## config.mk

```make
export PLATFORM = sky130hd
export DESIGN_NAME = tile_pixel_shifter
export DESIGN_NICKNAME = d
export VERILOG_FILES = /design/src/rtl/tile_pkg.sv /design/src/rtl/tile_pixel_shifter_plane_shift.sv /design/src/rtl/tile_pixel_shifter.sv
export SDC_FILE = /design/constraint.sdc
export NUM_CORES = 1
export LEC_CHECK = 0
export BUFFER_PORTS_ARGS = -buffer_cell sky130_fd_sc_hd__buf_2
export CORE_MARGIN = 4
export CORE_UTILIZATION = 50
export CTS_CLUSTER_DIAMETER = 150
export DETAILED_ROUTE_END_ITERATION = 6
export PLACE_DENSITY = 0.8
export SYNTH_ARGS = -nofsm -noshare
export SYNTH_HDL_FRONTEND = slang
export SYNTH_HIERARCHICAL = 1
export SYNTH_SLANG_ARGS = --single-unit
```

## constraint.sdc

```tcl
create_clock -name clk -period 2.4 [get_ports clk]
set_input_delay 0.36 -clock clk [delete_from_list [all_inputs] [get_ports clk]]
set_output_delay 0.36 -clock clk [all_outputs]
set_load 0.03 [all_outputs]
```

## src/rtl/tile_pkg.sv

```systemverilog
// Shared constants, transfer-operation encoding and the planar pixel extraction
// helper for the tile pixel serializer.
package tile_pkg;

  localparam int TILE_PLANES = 4;
  localparam int TILE_PIXELS = 8;
  localparam int TILE_ATTRW  = 8;
  localparam int TILE_WORDW  = TILE_PLANES * TILE_PIXELS;
  localparam int TILE_POSW   = $clog2(TILE_WORDW);

  typedef enum logic [1:0] {
    SH_HOLD  = 2'd0,
    SH_XFER  = 2'd1,
    SH_SHIFT = 2'd2,
    SH_UNDER = 2'd3
  } shift_op_e;

  // Pixel idx of a planar word: unflipped words read each plane MSB first.
  function automatic logic [TILE_PLANES-1:0] tile_pixel(
    input logic [TILE_WORDW-1:0] word,
    input int unsigned           idx,
    input logic                  flip
  );
    logic [TILE_PLANES-1:0] px;
    logic [TILE_POSW-1:0]   pos;
    int unsigned            bitSel;
    px     = '0;
    bitSel = flip ? idx : (TILE_PIXELS - 1 - idx);
    for (int p = 0; p < TILE_PLANES; p++) begin
      pos = TILE_POSW'(p * TILE_PIXELS + bitSel);
      px  = {word[pos], px[TILE_PLANES-1:1]};
    end
    return px;
  endfunction

endpackage

```

## src/rtl/tile_pixel_shifter_plane_shift.sv

```systemverilog
// One bitplane of the serializer: parallel-loaded shift register whose head bit
// is the next pixel's contribution from this plane.
module plane_shift
  import tile_pkg::*;
#(
  parameter int PIXELS = TILE_PIXELS
) (
  input  logic              clk,
  input  logic              nRES,
  input  logic              load_i,
  input  logic              shift_i,
  input  logic              flip_i,
  input  logic [PIXELS-1:0] data_i,
  output logic              head_o
);

  logic [PIXELS-1:0] data_q, data_d;
  logic              flip_q, flip_d;

  // Pixel 0 leaves through the top module directly, so the load pre-shifts by one.
  always_comb begin
    data_d = data_q;
    flip_d = flip_q;
    if (load_i) begin
      flip_d = flip_i;
      data_d = flip_i ? (data_i >> 1) : (data_i << 1);
    end else if (shift_i) begin
      data_d = flip_q ? (data_q >> 1) : (data_q << 1);
    end
  end

  always_ff @(posedge clk or negedge nRES) begin
    if (!nRES) begin
      data_q <= '0;
      flip_q <= 1'b0;
    end else begin
      data_q <= data_d;
      flip_q <= flip_d;
    end
  end

  assign head_o = flip_q ? data_q[0] : data_q[PIXELS-1];

endmodule

```

## src/rtl/tile_pixel_shifter.sv

```systemverilog
// Double-buffered planar tile serializer: a hold register takes one ROM word per
// row and feeds a per-plane shifter that emits one pixel index per cen.
module tile_pixel_shifter
  import tile_pkg::*;
#(
  parameter int PLANES = TILE_PLANES,
  parameter int PIXELS = TILE_PIXELS,
  parameter int ATTRW  = TILE_ATTRW
) (
  input  logic                     clk,
  input  logic                     nRES,
  input  logic                     cen,
  input  logic                     load,
  input  logic [PLANES*PIXELS-1:0] rom_data,
  input  logic [ATTRW-1:0]         attr_in,
  input  logic                     flip_in,
  output logic [PLANES-1:0]        pix_out,
  output logic [ATTRW-1:0]         attr_out,
  output logic                     pix_valid,
  output logic                     last_pix,
  output logic                     overrun
);

  localparam int              CNTW     = $clog2(PIXELS + 1);
  localparam logic [CNTW-1:0] CNT_FULL = CNTW'(PIXELS - 1);
  localparam logic [CNTW-1:0] CNT_ONE  = CNTW'(1);

  logic [PLANES*PIXELS-1:0] holdData_q, holdData_d;
  logic [ATTRW-1:0]         holdAttr_q, holdAttr_d;
  logic                     holdFlip_q, holdFlip_d;
  logic                     holdFull_q, holdFull_d;
  logic [CNTW-1:0]          cnt_q, cnt_d;
  logic [PLANES-1:0]        pix_q, pix_d;
  logic [ATTRW-1:0]         attr_q, attr_d;
  logic                     valid_q, valid_d;
  logic                     last_q, last_d;
  logic                     overrun_q, overrun_d;

  shift_op_e         op;
  logic [PLANES-1:0] pixZero;
  logic [PLANES-1:0] shiftHead;

  assign pixZero = tile_pixel(holdData_q, 0, holdFlip_q);

  for (genvar p = 0; p < PLANES; p++) begin : g_plane
    plane_shift #(
      .PIXELS(PIXELS)
    ) u_plane (
      .clk    (clk),
      .nRES   (nRES),
      .load_i (op == SH_XFER),
      .shift_i(op == SH_SHIFT),
      .flip_i (holdFlip_q),
      .data_i (holdData_q[p*PIXELS +: PIXELS]),
      .head_o (shiftHead[p])
    );
  end

  always_comb begin
    op = SH_HOLD;
    if (cen) begin
      if (holdFull_q && (cnt_q == '0)) begin
        op = SH_XFER;
      end else if (cnt_q != '0) begin
        op = SH_SHIFT;
      end else begin
        op = SH_UNDER;
      end
    end
  end

  // A load while the hold word is still waiting for the shifter replaces it.
  always_comb begin
    holdData_d = holdData_q;
    holdAttr_d = holdAttr_q;
    holdFlip_d = holdFlip_q;
    holdFull_d = holdFull_q;
    cnt_d      = cnt_q;
    pix_d      = pix_q;
    attr_d     = attr_q;
    valid_d    = valid_q;
    last_d     = last_q;
    overrun_d  = overrun_q;

    unique case (op)
      SH_XFER: begin
        pix_d      = pixZero;
        attr_d     = holdAttr_q;
        valid_d    = 1'b1;
        last_d     = (PIXELS == 1);
        cnt_d      = CNT_FULL;
        holdFull_d = 1'b0;
      end
      SH_SHIFT: begin
        pix_d  = shiftHead;
        cnt_d  = cnt_q - CNT_ONE;
        last_d = (cnt_q == CNT_ONE);
      end
      SH_UNDER: begin
        pix_d   = '0;
        valid_d = 1'b0;
        last_d  = 1'b0;
      end
      default: ;
    endcase

    if (cen && load) begin
      holdData_d = rom_data;
      holdAttr_d = attr_in;
      holdFlip_d = flip_in;
      holdFull_d = 1'b1;
      if (holdFull_q && (op != SH_XFER)) begin
        overrun_d = 1'b1;
      end
    end
  end

  always_ff @(posedge clk or negedge nRES) begin
    if (!nRES) begin
      holdData_q <= '0;
      holdAttr_q <= '0;
      holdFlip_q <= 1'b0;
      holdFull_q <= 1'b0;
      cnt_q      <= '0;
      pix_q      <= '0;
      attr_q     <= '0;
      valid_q    <= 1'b0;
      last_q     <= 1'b0;
      overrun_q  <= 1'b0;
    end else begin
      holdData_q <= holdData_d;
      holdAttr_q <= holdAttr_d;
      holdFlip_q <= holdFlip_d;
      holdFull_q <= holdFull_d;
      cnt_q      <= cnt_d;
      pix_q      <= pix_d;
      attr_q     <= attr_d;
      valid_q    <= valid_d;
      last_q     <= last_d;
      overrun_q  <= overrun_d;
    end
  end

  assign pix_out   = pix_q;
  assign attr_out  = attr_q;
  assign pix_valid = valid_q;
  assign last_pix  = last_q;
  assign overrun   = overrun_q;

endmodule

```

==> flow_summary.toml <==
[synthesis]
synthDominantCellAreaShare_pct = 49.48
async_reset_ff_share_pct = 100.0
synth_edf_count = 0
yosysWarnings = 6
synth_top_flop_cell = "dfrtp_1"
synth_area_mm2 = 0.004906
ys_types = 30
yosysSeqAreaShare_pct = 49.48
syn_area_per_cell_um2 = 11.71
syn_nets = 473
ys_top_cells_by_count = "97 x dfrtp_1, 57 x mux2_2, 57 x mux2i_1, 34 x nand2_1, 31 x nor2_1"
synthTopCellsByArea = "dfrtp_1 49%, mux2_2 13%, mux2i_1 12%"
yosysTopAreaCell = "dfrtp_1"
synth_most_common_cell = "dfrtp_1"
synth-seq-cells = 97
synth_cells = 419

[floorplanning]
die_y_um = 107.1
start_util_pct = 52.11
die_w_um = 107.1
fp-row-count = 35
dieArea_mm2 = 0.01146
coreArea_mm2 = 0.009415
io_pins = 60

[layout]
insertedDiodeCount = 0
nets = 524
drive_above_1_share_pct = 32.42
syn_to_final_growth_pct = 11.37
fin_area_mm2 = 0.005464

[clocking]
clock_sink_count = 97
clock_latency_ps = 360
cts_tree = "done"
cts_resized = 0
cts_root_buffer = "clkbuf_8"
clk_path_buf_depth = 2
postCtsSetupRepairBufs = 0
path_clk_slew_ps = 100
hold_buffers = 0
cts_buffers = 9
htree_levels = 3

[grt]
grt_overflow_total = 0
grt_max_degree = 52
grt_pass1_wl_um = 15940
antenna_found_initial = 0
grt_pass1_vias = 3352
grt_util_all_layers_pct = 17.25

[setup_path]
critPathLaunchType = "flip-flop"
crit_fanout = 48
cp.depth = 7
slowest_delay_ps = 450
slowest_stage = "dfrtp_1"
timing.rr.end = "g_plane[0].u_plane/flip_q"
path_delay_family = "buffers and inverters"
regToRegSetupSlack_ps = 190
cp_num_buf_inv = 3
endpoint = "g_plane[0].u_plane/flip_q"
crit_type = "flip-flop to flip-flop"
path_cells = "inv_1 -> ha_1 -> nand4bb_1 -> inv_1 -> ha_2 -> buf_12 -> mux2_2"
r2r_cells = 7
crit_start = "cnt_q[0]"
worstPathRequired_ps = 2650
cp-end-kind = "flip-flop"
cpMostUsedCell = "inv_1"
cp.arrival_ps = 2460
reg2reg_from = "cnt_q[0]"

[drt]
vias = 3177
totalWireLength_um = 9255
ant_nets = 0
via_per_inst = 5.260
drt_iter0_markers = 145
wl_per_cell_um = 15.32
drc = 0
firstDrtPassIters = 4

[placed_design]
place_hpwl_um = 6619
place_ws_ps = 131.6
io_buffers = 59
gp_routability_congestion = 0.7913
dpl_cell_area_mm2 = 0.005266

[flow_run]
cap_violations = 0

[sta]
setup_viol = 0
worst_slew_pin_slew_ps = 683.6
fin_setup_tns_ps = 0
slew_violations = 0
hold_slack_ps = 28.86
post-route-period-util_pct = 92.24
fin_worst_skew_ps = 10.14
slew_headroom_pct = 54.43
setup_ws_ps = 186.3
max_freq_ghz = 0.4517
min_period_ps = 2214
final_hold_viol_count = 0
rsz0062_at_grt = "no"

[pwr]
ir_worst_vdd_mv = 0.4024
cellLeakagePower_uw = 0.002413
p_per_area_mw_per_mm2 = 774.2

[run_status]
outcome = "finished, final reports clean"

[hold_path]
hp-class = "input port to async pin"
[worst min-delay path by stage]
| stage | startpoint | to | cells past startpoint |
|---|---|---|---|
| 5_1_grt | nRES | holdData_q[23] | 1 |
| 6_report | nRES | g_plane[2].u_plane/data_q[7] | 1 |
| 3_3_place_gp | nRES | holdData_q[17] | 1 |
| 2_1_floorplan | nRES | attr_out[0] | 0 |
| 3_5_place_dp | nRES | holdData_q[22] | 1 |
| 4_1_cts | nRES | holdData_q[23] | 1 |
[final cells by class]
cell class                      instances  area (µm²)
Fill cell                             756        3951
Sequential cell                        97        2429
Multi-Input combinational cell        286        2230
Timing Repair Buffer                   69       422.9
Tap cell                              129       161.4
Clock buffer                           11       151.4
Clock inverter                          5       43.79
Inverter                                7       26.28
[worst reg2reg max path, stage by stage (launching register included)]
cell	delay [ps]
dfrtp_1	450
inv_1	100
ha_1	220
nand4bb_1	300
inv_1	210
ha_2	230
buf_12	210
mux2_2	380
[layout by cell type (no fill, tap or decap), types with 4 or more instances in the layout]
| cell | n |
|---|---|
| a21oi_1 | 25 |
| o21a_1 | 25 |
| o21ai_0 | 8 |
| buf_4 | 7 |
| ha_1 | 6 |
| nor2b_1 | 4 |
| inv_6 | 5 |
| clkbuf_8 | 11 |
| nor2b_2 | 4 |
| nand2_1 | 34 |
| buf_12 | 4 |
| nor2_1 | 31 |
| mux2_2 | 57 |
| a31oi_1 | 5 |
| dfrtp_1 | 96 |
| o22ai_1 | 4 |
| inv_1 | 6 |
| nand3_1 | 7 |
| buf_2 | 58 |
| mux2i_1 | 57 |
| a211oi_1 | 4 |
| a221o_1 | 4 |
[through the flow]
stage | std cells | total power [µW] | util, %
after global placement | 588 | 3181 | 55.93
after CTS | 604 | 4276 | 58.01
final | 604 | 4230 | 58.03
after detailed placement | 588 | 3232 | 55.93
after floorplan | 419 | 2961 | -
after global routing | 604 | 4499 | 58.03
[registers in the layout, indices dropped and copies added, names as in the netlist]
| name | count |
|---|---|
| attr_out | 8 |
| cnt_q | 4 |
| g_plane.u_plane/data_q | 32 |
| g_plane.u_plane/flip_q | 4 |
| holdAttr_q | 8 |
| holdData_q | 32 |
| holdFlip_q | 1 |
| holdFull_q | 1 |
| last_pix | 1 |
| overrun | 1 |
| pix_out | 4 |
| pix_valid | 1 |
[where the power goes]
group / switching, µW / internal [µW]
sequential: 290 / 1920
clock: 585 / 453
combinational: 457 / 524
total: 1330 / 2900
[per-layer routing]
layer	routed length [µm]	part of all wire, %	GRT usage [%]	up-vias
met4	78	0.84	4.840	0
li1	-	-	-	1576
met2	4855	52	29.89	33
met1	4098	44	22.06	1560
met5	0	0	0	-
met3	222	2.4	3.191	8
[cell families (layout without fill, tap and decap cells)]
| logic type | Yosys count | count (layout) | synth area share, % |
|---|---|---|---|
| AO/OA/AOI/OAI | 77 | 77 | 10.10 |
| AND/OR/NAND/NOR | 86 | 86 | 8.186 |
| buffers and inverters | 36 | 92 | 5.228 |
| adder cells (fa/ha/maj) | 9 | 9 | 2.295 |
| flip-flops | 97 | 97 | 49.48 |
| multiplexers | 114 | 114 | 24.71 |
Note: power is estimated with default switching activity, not from simulation.
